## src/rtl/fifo_sync_ctrl.sv

```systemverilog
// fifo_sync_ctrl: parametrised single-clock FIFO for the UART TX/RX datapaths.
//
// Supports any DEPTH >= 2 (not only powers of two), an optional
// first-word-fall-through read mode, a fill-level output with programmable
// almost-full/almost-empty thresholds, a synchronous flush, and sticky
// overflow/underflow error flags.
//
// Ports:
//   clk, rst_n        clock (rising edge), asynchronous active-low reset
//   wr_en, data_in    write request and write data
//   rd_en, data_out   read request and read data (registered, or
//                     combinational from the read pointer when FWFT=1)
//   flush             synchronous clear of pointers and fill level
//   clr_err           clears the sticky error flags
//   count             fill level, 0..DEPTH
//   full, empty       count == DEPTH, count == 0
//   almost_full       count >= AF_LEVEL
//   almost_empty      count <= AE_LEVEL
//   overflow          sticky: a write was rejected
//   underflow         sticky: a read was rejected
module fifo_sync_ctrl #(
    parameter int DATA_WIDTH = 8,
    parameter int DEPTH      = 16,
    parameter int ADDR_WIDTH = $clog2(DEPTH),
    parameter int FWFT       = 0,
    parameter int AF_LEVEL   = DEPTH - 2,
    parameter int AE_LEVEL   = 2
) (
    input  logic                  clk,
    input  logic                  rst_n,
    input  logic                  wr_en,
    input  logic [DATA_WIDTH-1:0] data_in,
    input  logic                  rd_en,
    output logic [DATA_WIDTH-1:0] data_out,
    input  logic                  flush,
    input  logic                  clr_err,
    output logic [ADDR_WIDTH:0]   count,
    output logic                  full,
    output logic                  empty,
    output logic                  almost_full,
    output logic                  almost_empty,
    output logic                  overflow,
    output logic                  underflow
);

    localparam int CW = ADDR_WIDTH + 1;
    localparam logic [ADDR_WIDTH-1:0] LAST_PTR = ADDR_WIDTH'(DEPTH - 1);
    localparam logic [CW-1:0]         DEPTH_C  = CW'(DEPTH);
    localparam logic [CW-1:0]         AF_C     = CW'(AF_LEVEL);
    localparam logic [CW-1:0]         AE_C     = CW'(AE_LEVEL);

    if (DEPTH < 2) begin : g_bad_depth
        $error("fifo_sync_ctrl: DEPTH must be >= 2");
    end
    if (ADDR_WIDTH != $clog2(DEPTH)) begin : g_bad_addr_width
        $error("fifo_sync_ctrl: ADDR_WIDTH is derived from DEPTH and must not be overridden");
    end
    if (AF_LEVEL < 1 || AF_LEVEL > DEPTH) begin : g_bad_af
        $error("fifo_sync_ctrl: AF_LEVEL must be in 1..DEPTH");
    end
    if (AE_LEVEL < 0 || AE_LEVEL > DEPTH - 1) begin : g_bad_ae
        $error("fifo_sync_ctrl: AE_LEVEL must be in 0..DEPTH-1");
    end

    logic [DATA_WIDTH-1:0] mem_q [DEPTH];
    logic [ADDR_WIDTH-1:0] wr_ptr_q, wr_ptr_d;
    logic [ADDR_WIDTH-1:0] rd_ptr_q, rd_ptr_d;
    logic [CW-1:0]         count_q, count_d;
    logic                  overflow_q, overflow_d;
    logic                  underflow_q, underflow_d;
    logic                  rd_acc, wr_acc;
    logic                  push, pop;

    assign count        = count_q;
    assign full         = (count_q == DEPTH_C);
    assign empty        = (count_q == '0);
    assign almost_full  = (count_q >= AF_C);
    assign almost_empty = (count_q <= AE_C);
    assign overflow     = overflow_q;
    assign underflow    = underflow_q;

    always_comb begin
        rd_acc      = rd_en && !empty;
        // A read in the same cycle frees a slot, so a full FIFO still takes the write.
        wr_acc      = wr_en && (!full || rd_acc);
        push        = wr_acc && !flush;
        pop         = rd_acc && !flush;
        wr_ptr_d    = wr_ptr_q;
        rd_ptr_d    = rd_ptr_q;
        count_d     = count_q;
        overflow_d  = overflow_q;
        underflow_d = underflow_q;

        if (flush) begin
            wr_ptr_d = '0;
            rd_ptr_d = '0;
            count_d  = '0;
        end else begin
            // Explicit wrap so non-power-of-two depths stay in range.
            if (push) wr_ptr_d = (wr_ptr_q == LAST_PTR) ? '0 : wr_ptr_q + 1'b1;
            if (pop)  rd_ptr_d = (rd_ptr_q == LAST_PTR) ? '0 : rd_ptr_q + 1'b1;
            case ({push, pop})
                2'b10:   count_d = count_q + 1'b1;
                2'b01:   count_d = count_q - 1'b1;
                default: count_d = count_q;
            endcase
        end

        // Set beats clear when both happen in the same cycle.
        if (clr_err) begin
            overflow_d  = 1'b0;
            underflow_d = 1'b0;
        end
        if (wr_en && !wr_acc && !flush) overflow_d  = 1'b1;
        if (rd_en && empty && !flush)   underflow_d = 1'b1;
    end

    always_ff @(posedge clk or negedge rst_n) begin
        if (!rst_n) begin
            wr_ptr_q    <= '0;
            rd_ptr_q    <= '0;
            count_q     <= '0;
            overflow_q  <= 1'b0;
            underflow_q <= 1'b0;
        end else begin
            wr_ptr_q    <= wr_ptr_d;
            rd_ptr_q    <= rd_ptr_d;
            count_q     <= count_d;
            overflow_q  <= overflow_d;
            underflow_q <= underflow_d;
        end
    end

    // Storage is deliberately left unreset.
    always_ff @(posedge clk) begin
        if (push) mem_q[wr_ptr_q] <= data_in;
    end

    if (FWFT != 0) begin : g_fwft
        // Head of queue is always presented; meaningless while empty.
        assign data_out = mem_q[rd_ptr_q];
    end else begin : g_std
        logic [DATA_WIDTH-1:0] dout_q, dout_d;

        always_comb begin
            dout_d = dout_q;
            if (pop) dout_d = mem_q[rd_ptr_q];
        end

        always_ff @(posedge clk or negedge rst_n) begin
            if (!rst_n) dout_q <= '0;
            else        dout_q <= dout_d;
        end

        assign data_out = dout_q;
    end

endmodule

```

## config.mk

```make
export PLATFORM = sky130hd
export DESIGN_NAME = fifo_sync_ctrl
export DESIGN_NICKNAME = d
export VERILOG_FILES = /design/src/rtl/fifo_sync_ctrl.sv
export SDC_FILE = /design/constraint.sdc
export NUM_CORES = 1
export LEC_CHECK = 0
export CAP_MARGIN = 15
export CORE_ASPECT_RATIO = 0.5
export CORE_MARGIN = 2
export CORE_UTILIZATION = 63
export DETAILED_ROUTE_END_ITERATION = 12
export DONT_BUFFER_PORTS = 1
export PLACE_DENSITY = 0.83
export SLEW_MARGIN = 20
export SYNTH_ARGS = -nofsm -noshare
export SYNTH_HDL_FRONTEND = slang
export SYNTH_SLANG_ARGS = --single-unit
```

## constraint.sdc

```tcl
create_clock -name clk -period 3.56 [get_ports clk]
set_clock_uncertainty 0.1 [all_clocks]
set_input_delay 0.712 -clock clk [delete_from_list [all_inputs] [get_ports clk]]
set_output_delay 0.712 -clock clk [all_outputs]
set_load 0.03 [all_outputs]
```

==> flow_summary.json, run 1 <==
{
  "grt_max_degree": 37,
  "grt_pass1_vias": 3354,
  "cts_tree": "yes",
  "cp-end-kind": "flop",
  "path_cells": "or4_4 > o21ai_4 > xnor2_1 > ha_1 > or3_1 > a21oi_1 > mux2i_1 > or4_1 > nand2_1",
  "worstMarginPinSlew_ns": 0.8975,
  "cp_num_buf_inv": 0,
  "maxSlewHeadroom": 0.4005,
  "syn-cell-area_um2": 6262,
  "crit_family": "simple AND/OR/NAND/NOR gates",
  "drv_slew": 0,
  "coreArea_um2": 9540,
  "dieArea_um2": 10800,
  "die_w_um": 145.0,
  "grt_pass1_wl_mm": 19.93,
  "num_rows": 25,
  "cts_setup_buffers": 0,
  "setup-violations-final": 0,
  "grt_use_total": 0.2607,
  "clockBufferDepth": 2,
  "clock_latency_ns": 0.42,
  "cts.sinks": 151,
  "path_class": "reg2reg",
  "yosysTopAreaCell": "edfxtp_1",
  "min_path_type": "in2async",
  "routedWlPerCell_um": 25.61,
  "fin_tns_setup_ns": 0,
  "crit_path_max_fanout": 9,
  "die_y_um": 74.50,
  "via_count": 3377,
  "drt_wl_total_mm": 12.88,
  "path_clk_slew_ns": 0.06,
  "area_growth_pct": 11.85,
  "syn_nets": 373,
  "diodes": 0,
  "antenna_found_initial": 0,
  "synthCells": 352,
  "dp_hpwl_mm": 7.606,
  "critPathArrivalTime_ns": 3.31,
  "final.period_utilization": 0.8595,
  "yosys_register_bits": 151,
  "htreeDepth": 4,
  "drtPass1Iterations": 5,
  "io_pins": 33,
  "cp_data_required_time_ns": 3.81,
  "yosysTopAreaCellShare": 0.6138,
  "synth.yosys.seq_area_share": 0.7057,
  "cp_slowest_cell": "or4_4",
  "peakVddDrop_uv": 473.6,
  "min_period_ns": 3.060,
  "timing.hold.ws_ns": 0.003387,
  "numCtsBuffers": 17,
  "initial_utilization": 0.6564,
  "synth_cell_types": 46,
  "place.gp.congestion": 0.8432,
  "nets": 376,
  "max_freq_ghz": 0.3268,
  "grt_overflow": 0,
  "leakage_nw": 2.339,
  "startpoint_type": "flop",
  "clock-root-buffer": "clkbuf_16",
  "avgSynthCellArea_um2": 17.79,
  "fillerInstances": 515,
  "outcome": "finished, final reports clean",
  "avgViaCountPerCell": 6.714,
  "hold_viol_final": 0,
  "drc_errors": 0,
  "drive_gt1_frac": 0.2038,
  "max_cap_violations": 0,
  "rsz0062_at_grt": "false",
  "cellPowerDensity_nw_per_um2": 690.4,
  "port_buffers": 0,
  "dr.first_iter.drc_count": 339,
  "yosys_warnings": 0,
  "netlist_top_cells_area": "edfxtp_1 61%, mux4_2 12%, dfrtp_1 9.2%",
  "antenna_left": 0,
  "critical_path.max_stage_delay_ns": 0.69
}
[metrics by stage]
stage / std cells / power, mW / cell area [um2] / worst slack (ns) / util
2_1_floorplan: 352 / 2.852 / 6262 / 0.4832 / -
3_3_place_gp: 470 / 2.952 / 6371 / 0.6504 / 0.6678
3_5_place_dp: 470 / 3.000 / 6371 / 0.5317 / 0.6678
4_1_cts: 503 / 4.851 / 7004 / 0.4976 / 0.7342
5_1_grt: 503 / 4.985 / 7004 / 0.3646 / 0.7342
6_report: 503 / 4.836 / 7004 / 0.5000 / 0.7342
[worst paths after layout]
| check | start | end | slack [ns] | depth (start not counted) |
|---|---|---|---|---|
| max | count[0] | count[4] | 0.50 | 9 |
| min | rst_n | data_out[0] | 0.003 | 1 |
| max reg2reg | count[0] | count[4] | 0.50 | 9 |
| min reg2reg | rd_ptr_q[2] | rd_ptr_q[2] | 0.55 | 2 |
| max in group asynchronous | rst_n | rd_ptr_q[1] | 3.19 | 1 |
| min in group clk | flush | wr_ptr_q[1] | 0.25 | 1 |
[cell usage in the layout (no fill, tap or decap), drive strengths merged, types with 3 or more instances in the layout]
master | synthesis | final
xnor2 | 3 | 3
clkinv | 0 | 6
ha | 7 | 7
and2 | 17 | 17
nor2 | 14 | 14
a21o | 3 | 3
clkinvlp | 0 | 3
inv | 9 | 9
clkbuf | 15 | 19
o21ai | 4 | 4
buf | 6 | 5
nand2 | 19 | 19
mux2i | 19 | 19
edfxtp | 128 | 128
dfrtp | 23 | 23
nor3b | 3 | 3
mux4 | 32 | 32
o221ai | 8 | 8
bufinv | 0 | 4
or3 | 3 | 3
a21oi | 7 | 7
[state kept, by name, indices dropped and copies added, names as in the netlist]
name       flops
wr_ptr_q       4
mem_q        128
overflow       1
count          5
data_out       8
rd_ptr_q       4
underflow      1
[power breakdown]
part / leakage [nW] / switching, mW / internal, mW
clock network: 0.293 / 0.681 / 1.17
registers: 1.45 / 0.268 / 2.01
logic: 0.592 / 0.409 / 0.297
total: 2.34 / 1.36 / 3.48
[worst register-to-register path, stage by stage (launching register included)]
cell and delay, ns:
dfrtp_1 0.57, or4_4 0.70, o21ai_4 0.22, xnor2_1 0.10, ha_1 0.25, or3_1 0.32, a21oi_1 0.15, mux2i_1 0.10
or4_1 0.41, nand2_1 0.09
[Yosys cell counts (all sizes together)]
| master | n |
|---|---|
| clkbuf | 15 |
| o31ai | 2 |
| a31o | 1 |
| mux2i | 19 |
| a21boi | 1 |
| a21oi | 7 |
| o31a | 1 |
| a22oi | 1 |
| a311oi | 2 |
| and2 | 17 |
| o211ai | 1 |
| o21ai | 4 |
| o22ai | 1 |
| or4 | 2 |
| o21a | 1 |
| or3 | 3 |
| o221ai | 8 |
| nand2 | 19 |
| xor2 | 2 |
| a2111oi | 1 |
| nand3 | 1 |
| dfrtp | 23 |
| inv | 9 |
| nor3b | 3 |
| nand2b | 2 |
| o32ai | 2 |
| nor4 | 2 |
| buf | 6 |
| a211oi | 1 |
| nor3 | 2 |
| a31oi | 2 |
| edfxtp | 128 |
| ha | 7 |
| nor2 | 14 |
| xnor2 | 3 |
| mux4 | 32 |
| or2 | 2 |
| nand3b | 2 |
| a21o | 3 |
[routing by layer]
metal,wire [um],up-vias,global-route usage,part of all wire
met5,0,-,0,0
met4,359,0,0.1221,0.028
met3,1134,31,0.06933,0.088
met2,6304,225,0.4354,0.49
met1,5084,1724,0.3341,0.39
li1,-,1397,-,-
[layout make-up]
class | instances | area (um2) | share of cell area
repair buffers | 5 | 50.05 | 0.007145
flip-flops and latches | 151 | 4420 | 0.6311
multi-input cells | 171 | 1718 | 0.2453
clock buffers | 19 | 432.9 | 0.06181
clock inverters | 13 | 180.2 | 0.02572
inverters | 9 | 33.78 | 0.004823
well taps | 135 | 168.9 | 0.02412
[timing repair]
action                                  4_1_cts  5_1_grt
hold buffers                                  1        0
gates resized for setup                       0        0
endpoints found under the setup margin        0        0
hold endpoints to repair                     23        0
[cells by family (layout without fill, tap and decap cells)]
group | Yosys count | count (layout) | synth area share
fa+ha+maj | 7 | 7 | 0.01399
simple gates | 69 | 69 | 0.05794
compound gates | 39 | 39 | 0.04896
mux | 51 | 51 | 0.1455
flops | 151 | 151 | 0.7057
buf+inv | 30 | 46 | 0.02098
xor+xnor | 5 | 5 | 0.006994
Note: power is estimated with default switching activity, not from simulation.
==> run 2: changes to the inputs <==
- SKIP_CTS_REPAIR_TIMING: unset -> 1
==> run 2 against run 1 <==
- die area is the same
- first-iteration DRC count down 10%
- combinational power is essentially flat
- power increased by 0.11%
- final cell count unchanged
- via count down 0.50%
- sequential share of layout area is the same
- sequential power about the same
- worst setup slack got worse by 0.0061 ns
- clock power is essentially flat
- critical path type unchanged
- critical endpoint unchanged
- largest cell class unchanged
- largest power group unchanged
- highest routed layer unchanged
==> flow_summary.json, run 2 (synthesis gave the netlist of run 1 again) <==
{
  "cp-end-kind": "flop",
  "path_class": "reg2reg",
  "layout.cells.non_filler": 503,
  "clockBufferDepth": 2,
  "fin_tns_setup_ns": 0,
  "min_period_ns": 3.066,
  "drive_gt1_frac": 0.2038,
  "drc_errors": 0,
  "placed_cell_area_um2": 6371,
  "die_y_um": 74.50,
  "dp_slack_ns": 0.5317,
  "htreeDepth": 4,
  "cp_num_buf_inv": 0,
  "p_total_mw": 4.841,
  "timing.hold.ws_ns": 0.0009479,
  "crit_family": "simple AND/OR/NAND/NOR gates",
  "routedWlPerCell_um": 25.38,
  "grt_overflow": 0,
  "outcome": "finished, final reports clean",
  "max_freq_ghz": 0.3262,
  "power_frac_comb": 0.146,
  "coreArea_um2": 9540,
  "maxSlewHeadroom": 0.4045,
  "grt_pass1_vias": 3329,
  "final.period_utilization": 0.8612,
  "die_w_um": 145.0,
  "numCtsBuffers": 17,
  "p_sw_mw": 1.363,
  "avgViaCountPerCell": 6.680,
  "mostFrequentLayoutCells": "128 x edfxtp_1, 32 x mux4_2, 22 x dfrtp_1",
  "place.gp.congestion": 0.8432,
  "cellPowerDensity_nw_per_um2": 691.1,
  "final_area_um2": 7004,
  "cp_slowest_cell": "or4_4",
  "cts.sinks": 151,
  "cts_tree": "yes",
  "path_clk_slew_ns": 0.06,
  "antenna_found_initial": 0,
  "port_buffers": 0,
  "seq_power_share": 0.471,
  "leakage_nw": 2.339,
  "final_util": 0.7342,
  "grt_pass1_wl_mm": 19.84,
  "grt_use_total": 0.2598,
  "clock_latency_ns": 0.42,
  "area_growth_pct": 11.85,
  "dieArea_um2": 10800,
  "drt_wl_total_mm": 12.77,
  "peakVddDrop_uv": 471.4,
  "min_path_type": "in2async",
  "largest_reg_flops": 128,
  "dr.first_iter.drc_count": 305,
  "layout_commonest_cell": "edfxtp_1",
  "worst_slack_ns": 0.4940,
  "max_cap_violations": 0,
  "intPower_mw": 3.478,
  "num_rows": 25,
  "top_register": "mem_q",
  "critPathArrivalTime_ns": 3.32,
  "clock-root-buffer": "clkbuf_16",
  "grt_max_degree": 37,
  "startpoint_type": "flop",
  "io_pins": 33,
  "p_clk_frac": 0.383,
  "drtPass1Iterations": 5,
  "dp.cells": 470,
  "swShare": 0.2816,
  "dp_hpwl_mm": 7.606,
  "setup-violations-final": 0,
  "crit_path_max_fanout": 9,
  "via_count": 3360,
  "cp_data_required_time_ns": 3.81,
  "rsz0062_at_grt": "false",
  "diodes": 0,
  "antenna_left": 0,
  "hold_viol_final": 0,
  "worstMarginPinSlew_ns": 0.8915,
  "path_cells": "or4_4 > o21ai_4 > xnor2_1 > ha_1 > or3_1 > a21oi_1 > mux2i_1 > or4_1 > nand2_1",
  "initial_utilization": 0.6564,
  "drv_slew": 0,
  "critical_path.max_stage_delay_ns": 0.69,
  "nets": 376
}
==> run 2: cell counts in the layout (fill, tap and decap cells not counted) <==
No cell type changed its count.
==> run 2: cell type report <==
cell class              count  area, um2
flip-flops and latches    151       4420
fillers                   517       2536
multi-input cells         171       1718
clock buffers              19      432.9
clock inverters            13      180.2
well taps                 135      168.9
repair buffers              5      50.05
inverters                   9      33.78
==> run 2: final timing paths <==
kind | start | endpoint | slack, ns | depth (start not counted)
hold reg to reg | rd_ptr_q[2] | rd_ptr_q[2] | 0.55 | 2
min in group clk | flush | wr_ptr_q[1] | 0.25 | 1
setup / recovery | count[0] | count[4] | 0.49 | 9
setup reg to reg | count[0] | count[4] | 0.49 | 9
max in group asynchronous | rst_n | rd_ptr_q[1] | 3.19 | 1
hold / removal | rst_n | overflow | 0.0009 | 1
==> run 2: routing by layer <==
| layer | wire length (um) | track usage | up-vias |
|---|---|---|---|
| met5 | 0 | 0 | - |
| met4 | 324 | 0.1221 | 0 |
| met3 | 1139 | 0.06871 | 26 |
| met2 | 6239 | 0.4360 | 194 |
| met1 | 5061 | 0.3315 | 1741 |
| li1 | - | - | 1399 |
==> run 2: worst register-to-register path: cells and delay by family (launching register included) <==
family	cells	cell delay, ns
simple gates	4	1.51
flops	1	0.57
compound gates	2	0.36
fa+ha+maj	1	0.25
xor+xnor	1	0.10
mux	1	0.10
==> run 2: power by group through the flow <==
stage	Clock [mW]	Combinational, mW	Sequential [mW]
after floorplan	0	0.614	2.24
after global placement	0	0.649	2.30
after detailed placement	0	0.686	2.31
after CTS	1.86	0.699	2.28
after global routing	1.93	0.761	2.29
final	1.86	0.706	2.28
==> run 3: changes to the inputs <==
- SLEW_MARGIN: 20 -> 5
==> results of run 3 <==
Same layout as run 2: the final DEF is identical, and so are final timing and power.
